[src/rtl/dmem_pkg.sv]
// Shared constants for the data-memory responder: MMIO register map,
// STATUS layout and reset values.
package dmem_pkg;

  localparam logic [31:0] DMEM_MMIO_BASE_DEFAULT = 32'hFFFF_FF00;

  localparam logic [7:0] MMIO_OFF_GPIO   = 8'h00;
  localparam logic [7:0] MMIO_OFF_CYCLE  = 8'h04;
  localparam logic [7:0] MMIO_OFF_STATUS = 8'h08;

  localparam int unsigned STATUS_ERR_BIT = 0;
  localparam int unsigned STATUS_CNT_LSB = 16;

  localparam logic [31:0] RST_WORD  = 32'h0000_0000;
  localparam logic [15:0] RST_COUNT = 16'h0000;
  localparam logic [15:0] COUNT_MAX = 16'hFFFF;

endpackage

[src/rtl/dmem_mmio_regs.sv]
// Peripheral window registers (GPIO, free-running CYCLE counter, STATUS view)
// and their read mux; only instantiated when DMEM_MMIO_EN is defined.
module dmem_mmio_regs
  import dmem_pkg::*;
(
  input  logic        clk_i,
  input  logic        rst_ni,
  input  logic        we_i,
  input  logic [5:0]  woff_i,
  input  logic [31:0] wdata_i,
  input  logic [15:0] store_count_i,
  input  logic        misalign_err_i,
  output logic [31:0] rdata_o,
  output logic [31:0] gpio_o,
  output logic        reg_hit_o,
  output logic        status_clr_o
);

  logic [31:0] gpio_q, gpio_d;
  logic [31:0] cycle_q, cycle_d;
  logic [31:0] status_s;
  logic        hit_gpio_s, hit_cycle_s, hit_status_s;

  // Offset decode, read mux and next-state for the window registers
  always_comb begin
    hit_gpio_s   = (woff_i == MMIO_OFF_GPIO[7:2]);
    hit_cycle_s  = (woff_i == MMIO_OFF_CYCLE[7:2]);
    hit_status_s = (woff_i == MMIO_OFF_STATUS[7:2]);
    reg_hit_o    = hit_gpio_s | hit_cycle_s | hit_status_s;
    status_clr_o = we_i & hit_status_s;

    status_s = 32'h0000_0000;
    status_s[STATUS_CNT_LSB +: 16] = store_count_i;
    status_s[STATUS_ERR_BIT]       = misalign_err_i;

    case (woff_i)
      MMIO_OFF_GPIO[7:2]:   rdata_o = gpio_q;
      MMIO_OFF_CYCLE[7:2]:  rdata_o = cycle_q;
      MMIO_OFF_STATUS[7:2]: rdata_o = status_s;
      default:              rdata_o = 32'h0000_0000;
    endcase

    if (we_i && hit_gpio_s) begin
      gpio_d = wdata_i;
    end else begin
      gpio_d = gpio_q;
    end

    // A store to CYCLE replaces the value; counting resumes from it next edge
    if (we_i && hit_cycle_s) begin
      cycle_d = wdata_i;
    end else begin
      cycle_d = cycle_q + 32'd1;
    end
  end

  // Register state
  always_ff @(posedge clk_i or negedge rst_ni) begin
    if (!rst_ni) begin
      gpio_q  <= RST_WORD;
      cycle_q <= RST_WORD;
    end else begin
      gpio_q  <= gpio_d;
      cycle_q <= cycle_d;
    end
  end

  assign gpio_o = gpio_q;

endmodule

[src/rtl/dmem_responder.sv]
// Single-cycle core data-memory responder: combinational-read word RAM,
// edge-write stores, sticky misalign flag, saturating store counter.
// Define DMEM_MMIO_EN to map GPIO/CYCLE/STATUS registers at MMIO_BASE.
module dmem_responder
  import dmem_pkg::*;
#(
  parameter int unsigned DEPTH     = 64,
  parameter logic [31:0] MMIO_BASE = DMEM_MMIO_BASE_DEFAULT
) (
  input  logic        clk,
  input  logic        reset,
  input  logic        MemWrite,
  input  logic [31:0] ALUResult,
  input  logic [31:0] WriteData,
  output logic [31:0] ReadData,
  output logic [31:0] gpio_out,
  output logic        misalign_err,
  output logic [15:0] store_count
);

  localparam int unsigned AW = $clog2(DEPTH);

  logic [31:0] ram_q [DEPTH];
  logic [AW-1:0] idx_s;
  logic        aligned_s, mmio_hit_s, ram_we_s, mmio_we_s, store_done_s, misalign_s;
  logic        reg_hit_s, status_clr_s;
  logic [31:0] mmio_rdata_s;
  logic        misalign_err_q, misalign_err_d;
  logic [15:0] store_count_q, store_count_d;
  logic        unused_addr_s;

  assign idx_s         = ALUResult[AW+1:2];
  assign aligned_s     = (ALUResult[1:0] == 2'b00);
  assign unused_addr_s = ^ALUResult[31:AW+2];

`ifdef DMEM_MMIO_EN
  assign mmio_hit_s = (ALUResult[31:8] == MMIO_BASE[31:8]);

  dmem_mmio_regs u_mmio (
    .clk_i          (clk),
    .rst_ni         (reset),
    .we_i           (mmio_we_s),
    .woff_i         (ALUResult[7:2]),
    .wdata_i        (WriteData),
    .store_count_i  (store_count_q),
    .misalign_err_i (misalign_err_q),
    .rdata_o        (mmio_rdata_s),
    .gpio_o         (gpio_out),
    .reg_hit_o      (reg_hit_s),
    .status_clr_o   (status_clr_s)
  );
`else
  logic unused_base_s;
  assign unused_base_s = ^MMIO_BASE;
  assign mmio_hit_s    = 1'b0;
  assign mmio_rdata_s  = 32'h0000_0000;
  assign reg_hit_s     = 1'b0;
  assign status_clr_s  = 1'b0;
  assign gpio_out      = 32'h0000_0000;
`endif

  // Store qualification, read mux and flag/counter next-state
  always_comb begin
    ram_we_s     = MemWrite & aligned_s & ~mmio_hit_s;
    mmio_we_s    = MemWrite & aligned_s & mmio_hit_s;
    store_done_s = ram_we_s | (mmio_we_s & reg_hit_s);
    misalign_s   = MemWrite & ~aligned_s;

    if (mmio_hit_s) begin
      ReadData = mmio_rdata_s;
    end else begin
      ReadData = ram_q[idx_s];
    end

    // Setting the error takes priority over a STATUS clear
    if (misalign_s) begin
      misalign_err_d = 1'b1;
    end else if (status_clr_s) begin
      misalign_err_d = 1'b0;
    end else begin
      misalign_err_d = misalign_err_q;
    end

    if (store_done_s && (store_count_q != COUNT_MAX)) begin
      store_count_d = store_count_q + 16'd1;
    end else begin
      store_count_d = store_count_q;
    end
  end

  // RAM array, cleared on reset
  always_ff @(posedge clk or negedge reset) begin
    if (!reset) begin
      for (int i = 0; i < DEPTH; i++) begin
        ram_q[i] <= RST_WORD;
      end
    end else if (ram_we_s) begin
      ram_q[idx_s] <= WriteData;
    end else begin
      ram_q[idx_s] <= ram_q[idx_s];
    end
  end

  // Sticky error flag and store counter
  always_ff @(posedge clk or negedge reset) begin
    if (!reset) begin
      misalign_err_q <= 1'b0;
      store_count_q  <= RST_COUNT;
    end else begin
      misalign_err_q <= misalign_err_d;
      store_count_q  <= store_count_d;
    end
  end

  assign misalign_err = misalign_err_q;
  assign store_count  = store_count_q;

endmodule

[config.mk]
export PLATFORM = sky130hd
export DESIGN_NAME = dmem_responder
export DESIGN_NICKNAME = d
export VERILOG_FILES = /design/src/rtl/dmem_pkg.sv /design/src/rtl/dmem_mmio_regs.sv /design/src/rtl/dmem_responder.sv
export SDC_FILE = /design/constraint.sdc
export NUM_CORES = 2
export LEC_CHECK = 0
export BUFFER_PORTS_ARGS = -buffer_cell sky130_fd_sc_hd__buf_2
export CAP_MARGIN = 20
export CORE_MARGIN = 2
export CORE_UTILIZATION = 45
export DETAILED_ROUTE_END_ITERATION = 8
export HOLD_SLACK_MARGIN = 0.03
export PLACE_DENSITY_LB_ADDON = 0.12
export SLEW_MARGIN = 20
export SYNTH_ARGS = -nofsm -noshare
export SYNTH_HDL_FRONTEND = slang
export SYNTH_SLANG_ARGS = --single-unit
[constraint.sdc]
create_clock -name clk -period 6.1 [get_ports clk]
set_clock_uncertainty 0.05 [all_clocks]
set_input_delay 0.915 -clock clk [delete_from_list [all_inputs] [get_ports clk]]
set_output_delay 0.915 -clock clk [all_outputs]
set_load 0.05 [all_outputs]
After elaboration in Yosys (flattened, before gate mapping)
Index checks and enable logic that the tools add are counted.
{"block": "totals", "reg_bits": 2065, "latch_bits": 0, "ramBits": 0, "rom_bits": 0, "in_bits": 67, "output_inout_bits": 81, "wordCells": 85, "memories": 0}
{"block": "op_classes", "addsub": 1, "n_mul": 0, "div": 0, "order_cmp": 2, "n_eq_ne": 1, "shifts": 0, "muxes": 8, "bitwise_logic": 4, "n_reduce_logical": 3}
{"operator": "bitwise mux 2048 bit", "n": 2}
{"operator": "2-to-1 mux 2048 bit", "n": 1}
{"operator": "binary-select mux 32 bit (select 6 bit)", "n": 1}
{"operator": "demux 32 bit (select 6 bit)", "n": 1}
{"operator": "2-to-1 mux 32 bit", "n": 3}
{"operator": "adder 16 x 1 -> 16 bit, second input constant", "n": 1}
{"operator": "inequality test 16 bit, second input constant", "n": 1}
{"operator": "greater-or-equal comparator 7 bit, second input constant", "n": 1}
{"operator": "less-than comparator 7 x 1 -> 1 bit, second input constant", "n": 1}
{"operator": "NOT 6 -> 7 bit", "n": 1}
{"operator": "bitwise AND 1 bit", "n": 2}
{"operator": "logical AND 1 bit", "n": 2}
{"operator": "logical NOT 2 bit", "n": 1}
{"operator": "NOT 1 bit", "n": 1}

Logic depth before layout (Yosys ltp)
{"block": "depth", "word_depth": 7, "ltp_mapped": 15, "mapped_depth_nobuf": 7}

Worst setup path before layout
No wires, ideal clock.
{"block": "synth_timing", "kind": "input -> output", "from": "input port ALUResult[3]", "to": "output port ReadData[11]", "arrival_ps": 3331, "required_time_ps": 5135, "path_slack_ps": 1804, "cell_stages": 10, "n_path_buf": 4, "path_cell_list": "buf_6 > buf_4 > clkbuf_1 > clkbuf_1 > mux2i_1 > o22ai_1 > a221oi_1 > a21oi_1 > or4_1 > nand3b_1"}
{"block": "synth_via", "elab_chain_len": 4}
{"item": "start, declared", "line_no": "dmem_responder.sv:13", "rtl": "input logic [31:0] ALUResult,"}
{"item": "NOT 6 -> 7 bit (implied by the code)", "line_no": "dmem_responder.sv:72", "rtl": "ReadData = ram_q[idx_s];"}
{"item": "binary-select mux 32 bit (select 6 bit)", "line_no": "dmem_responder.sv:72"}
{"item": "2-to-1 mux 32 bit (implied by the code) (2 in a row)", "line_no": "dmem_responder.sv:72"}
{"item": "end, declared", "line_no": "dmem_responder.sv:15", "rtl": "output logic [31:0] ReadData,"}
No other way between the ends. The select of a mux whose other input is x is not followed.

Worst setup path in the final report
{"block": "layout_timing", "from": "input port ALUResult[2]", "to": "output port ReadData[18]"}
Same word-level chain as after synthesis.

==> results.sh <==
export IMPL_reg2reg_depth=8
export IMPL_syn_cell_area_um2=90100
export IMPL_final_layout_size_suffix_gt1_share_pct=12.0
export IMPL_clock_path_buffers=3
export IMPL_synth_cell_type_count=77
export IMPL_ys_seq_area_share_pct=57.3
export IMPL_portBuffers=91
export IMPL_cp_data_arrival_time_ns=4.93
export IMPL_finalHoldViolCount=0
export IMPL_cts_max_level=4
export IMPL_core_um2=199000
export IMPL_cap_violations=0
export IMPL_grt_pass1_wl_mm=498
export IMPL_syn_avg_cell_area_um2=9.81
export IMPL_tightest_slew_ns=1.20
export IMPL_grtUsageMet2_pct=51.7
export IMPL_setup_viol=0
export IMPL_p_sw_share_pct=29.3
export IMPL_clk_latency_ns=0.89
export IMPL_hold_path_class="in2reg"
export IMPL_ys_seq_elements=2065
export IMPL_routabilityCongestion=0.836
export IMPL_comb_power_share_pct=15.4
export IMPL_cts_root_buf="clkbuf_16"
export IMPL_hold_start="ALUResult[0]"
export IMPL_floorplan_initialDensity_pct=45.2
export IMPL_area_delta_synth_final_pct=11.9
export IMPL_drt_total_wl_mm=343
export IMPL_cts_resized=0
export IMPL_seqCellArea_um2=51700
export IMPL_rr_endpoint="ram_q[1202]"
export IMPL_setup_tns_ns=0
export IMPL_p_leak_uw=0.0448
export IMPL_switchingPower_uw=10600
export IMPL_fp_dieH_um=451
export IMPL_status="finished clean"
export IMPL_grt_busiest_layer="met2"
export IMPL_worst_ep_required_time_ns=5.13
export IMPL_power_per_cell_area_nw_per_um2=359
export IMPL_cts_tree="built"
export IMPL_ys_flop_type="dfrtp_1"
export IMPL_first_pass_iters=8
export IMPL_crit_fanout=75
export IMPL_finalCritPeriodShare_pct=96.7
export IMPL_num_fill_cells=18300
export IMPL_fin_crit_ns=5.90
export IMPL_cts_buffers_inserted=215
export IMPL_end_kind="output port"
export IMPL_startpoint_type="input pin"
export IMPL_cts_hold_buf=1
export IMPL_cts_num_sinks=2065
export IMPL_grt_max_degree=192
export IMPL_antenna_found_initial=12
export IMPL_hpwl_mm=194
export IMPL_wl_per_cell_um=29.4
export IMPL_min_delay_worst_endpoint="misalign_err"
export IMPL_drt_iter0_markers=8488
export IMPL_die_area_um2=204000
export IMPL_die_x_um=451
export IMPL_io_pins=148
export IMPL_min_path_cells=3
export IMPL_overflow=0
export IMPL_nNetsFinal=8916
export IMPL_async_flop_share_pct=100
export IMPL_met3_usage_pct=6.81
export IMPL_syn_inst=9181
export IMPL_ys_warnings_count=0
export IMPL_track_usage_pct=33.5
export IMPL_grt_pass1_vias=69300
export IMPL_drc=0
export IMPL_clkTransAtPathRegs_ns=0.06
export IMPL_ant_nets=0
export IMPL_avgViaCountPerCell=6.23
export IMPL_fmax_ghz=0.169
export IMPL_whs_ns=0.232
export IMPL_synth_edf_count=0
export IMPL_reg2reg_from="ram_q[434]"
export IMPL_multi_input_comb_area_um2=35000
export IMPL_p_clk_share_pct=35.9
export IMPL_max_vdd_ir_drop_v=0.000279
export IMPL_seq_power_share_pct=48.7
export IMPL_num_rows=164
export IMPL_intPower_uw=25600
export IMPL_critPathKind="in2out"
export IMPL_rsz0062_at_grt="no"
export IMPL_met1_usage_pct=46.2
export IMPL_post_cts_repair_setup_buffers=0
export IMPL_relSlewSlack_pct=19.9
export IMPL_drv_slew=0
export IMPL_vias=72700
export IMPL_reg2reg_slack_ns=2.23
[worst max-delay path, cell delays in order]
cell and delay (ns):
buf_8 0.55, nand2b_1 0.69, buf_4 0.29, o22a_1 0.21, a31oi_1 0.20, a211oi_1 0.82
nand4_1 0.67, buf_2 0.43
[layer usage]
metal | share of wire, % | vias to the layer above
met3 | 8.8 | 721
met1 | 42 | 36700
met2 | 45 | 3382
li1 | - | 31900
met4 | 4.3 | 10
met5 | 0.017 | -
[worst max-delay path by stage]
stage	startpoint	to	slack (ns)
2_1_floorplan	ALUResult[3]	ReadData[11]	1.80
3_5_place_dp	ALUResult[2]	ReadData[18]	0.35
3_3_place_gp	ALUResult[2]	ReadData[18]	0.34
5_1_grt	ALUResult[2]	ReadData[18]	0.41
6_report	ALUResult[2]	ReadData[18]	0.20
4_1_cts	ALUResult[2]	ReadData[18]	0.32
[cell families (layout without fill, tap and decap cells)]
group,count (synthesis),after routing,share of synthesized area [%]
adder cells (fa/ha/maj),1,1,0.0139
multiplexers,314,314,4.06
other,1,38,0.00416
buffers and inverters,991,792,4.73
flip-flops,2065,2065,57.3
AND/OR/NAND/NOR,2518,2518,11.5
XOR/XNOR,15,15,0.146
AO/OA/AOI/OAI,3276,3276,22.2
[placed cells by master (no fill, tap or decap), drive strengths merged, types with 19 or more instances in the layout]
cell and n:
nand2 2173, o21ai 2098, dfrtp 2065, a221oi 451, buf 404, clkbuf 336, a22oi 198, mux2i 154
mux2 140, o22ai 136, a21oi 93, nand3b 78, nand3 52, nor2 48, o22a 47, nor3 44
a22o 35, a221o 35, a31oi 34, clkinv 33, o2bb2ai 32, conb 32, a211oi 30, or3b 29
o221ai 21, mux4 20, nand4 19, and3b 19
[power by group through the flow]
stage	Clock, uW	Combinational, uW	Sequential [uW]
after floorplan	0	3680	17500
after global placement	0	5370	17700
after detailed placement	0	5540	17800
after CTS	13100	5540	17600
after global routing	13700	6260	17900
final	13000	5570	17600
[synthesized netlist by cell type (9+ instances only)]
| cell | number | share of area (%) |
|---|---|---|
| o2bb2ai_1 | 32 | 0.31 |
| clkbuf_1 | 727 | 3.0 |
| clkbuf_2 | 21 | 0.12 |
| buf_1 | 52 | 0.22 |
| o221ai_1 | 21 | 0.20 |
| mux2_2 | 140 | 1.7 |
| a31oi_1 | 34 | 0.24 |
| a22o_1 | 35 | 0.34 |
| nand3b_1 | 78 | 0.65 |
| dfrtp_1 | 2065 | 57 |
| o21ai_1 | 43 | 0.24 |
| a221oi_1 | 451 | 4.4 |
| o21ai_0 | 2004 | 11 |
| nor3_1 | 43 | 0.24 |
| a21o_1 | 12 | 0.10 |
| nand4_1 | 19 | 0.13 |
| mux2i_1 | 140 | 1.6 |
| a211oi_1 | 30 | 0.25 |
| buf_6 | 22 | 0.27 |
| nor4_1 | 14 | 0.097 |
| o41a_1 | 12 | 0.15 |
| buf_2 | 106 | 0.59 |
| nand3_1 | 52 | 0.29 |
| o22a_1 | 47 | 0.46 |
| a21oi_1 | 93 | 0.52 |
| a221o_1 | 35 | 0.39 |
| xnor2_1 | 9 | 0.087 |
| nor2_1 | 47 | 0.20 |
| o22ai_1 | 135 | 0.94 |
| mux2i_2 | 10 | 0.15 |
| a22oi_1 | 198 | 1.6 |
| buf_4 | 58 | 0.48 |
| o21ai_2 | 50 | 0.49 |
| nand2_1 | 2173 | 9.1 |
| mux4_2 | 20 | 0.50 |
| and3b_1 | 19 | 0.18 |
| or3b_2 | 29 | 0.28 |
[flip-flops by register name, summed over array words and instances, names as in the netlist]
register,flops
ram_q,2048
misalign_err,1
store_count,16
[through the flow]
| step | utilization [%] | total power (uW) | cell area [um^2] | cells | setup slack (ns) |
|---|---|---|---|---|---|
| floorplan | - | 21200 | 90200 | 9212 | 1.80 |
| global placement | 46.9 | 23000 | 93600 | 11300 | 0.336 |
| CTS | 50.4 | 36200 | 101000 | 11700 | 0.317 |
| detailed placement | 47.0 | 23300 | 93700 | 11300 | 0.353 |
| finish | 50.5 | 36200 | 101000 | 11700 | 0.200 |
| global route | 50.5 | 37800 | 101000 | 11700 | 0.409 |
[area by class of cell]
type	count	area share (%)
antenna	6	0.0149
multi-input combinational	6156	34.8
clock buffer	336	6.35
timing repair buffer	405	3.82
inverter	5	0.0360
sequential	2065	51.3
clock inverter	46	0.477
tap	2656	3.30
No activity file was read; power rests on OpenSTA's default activity.
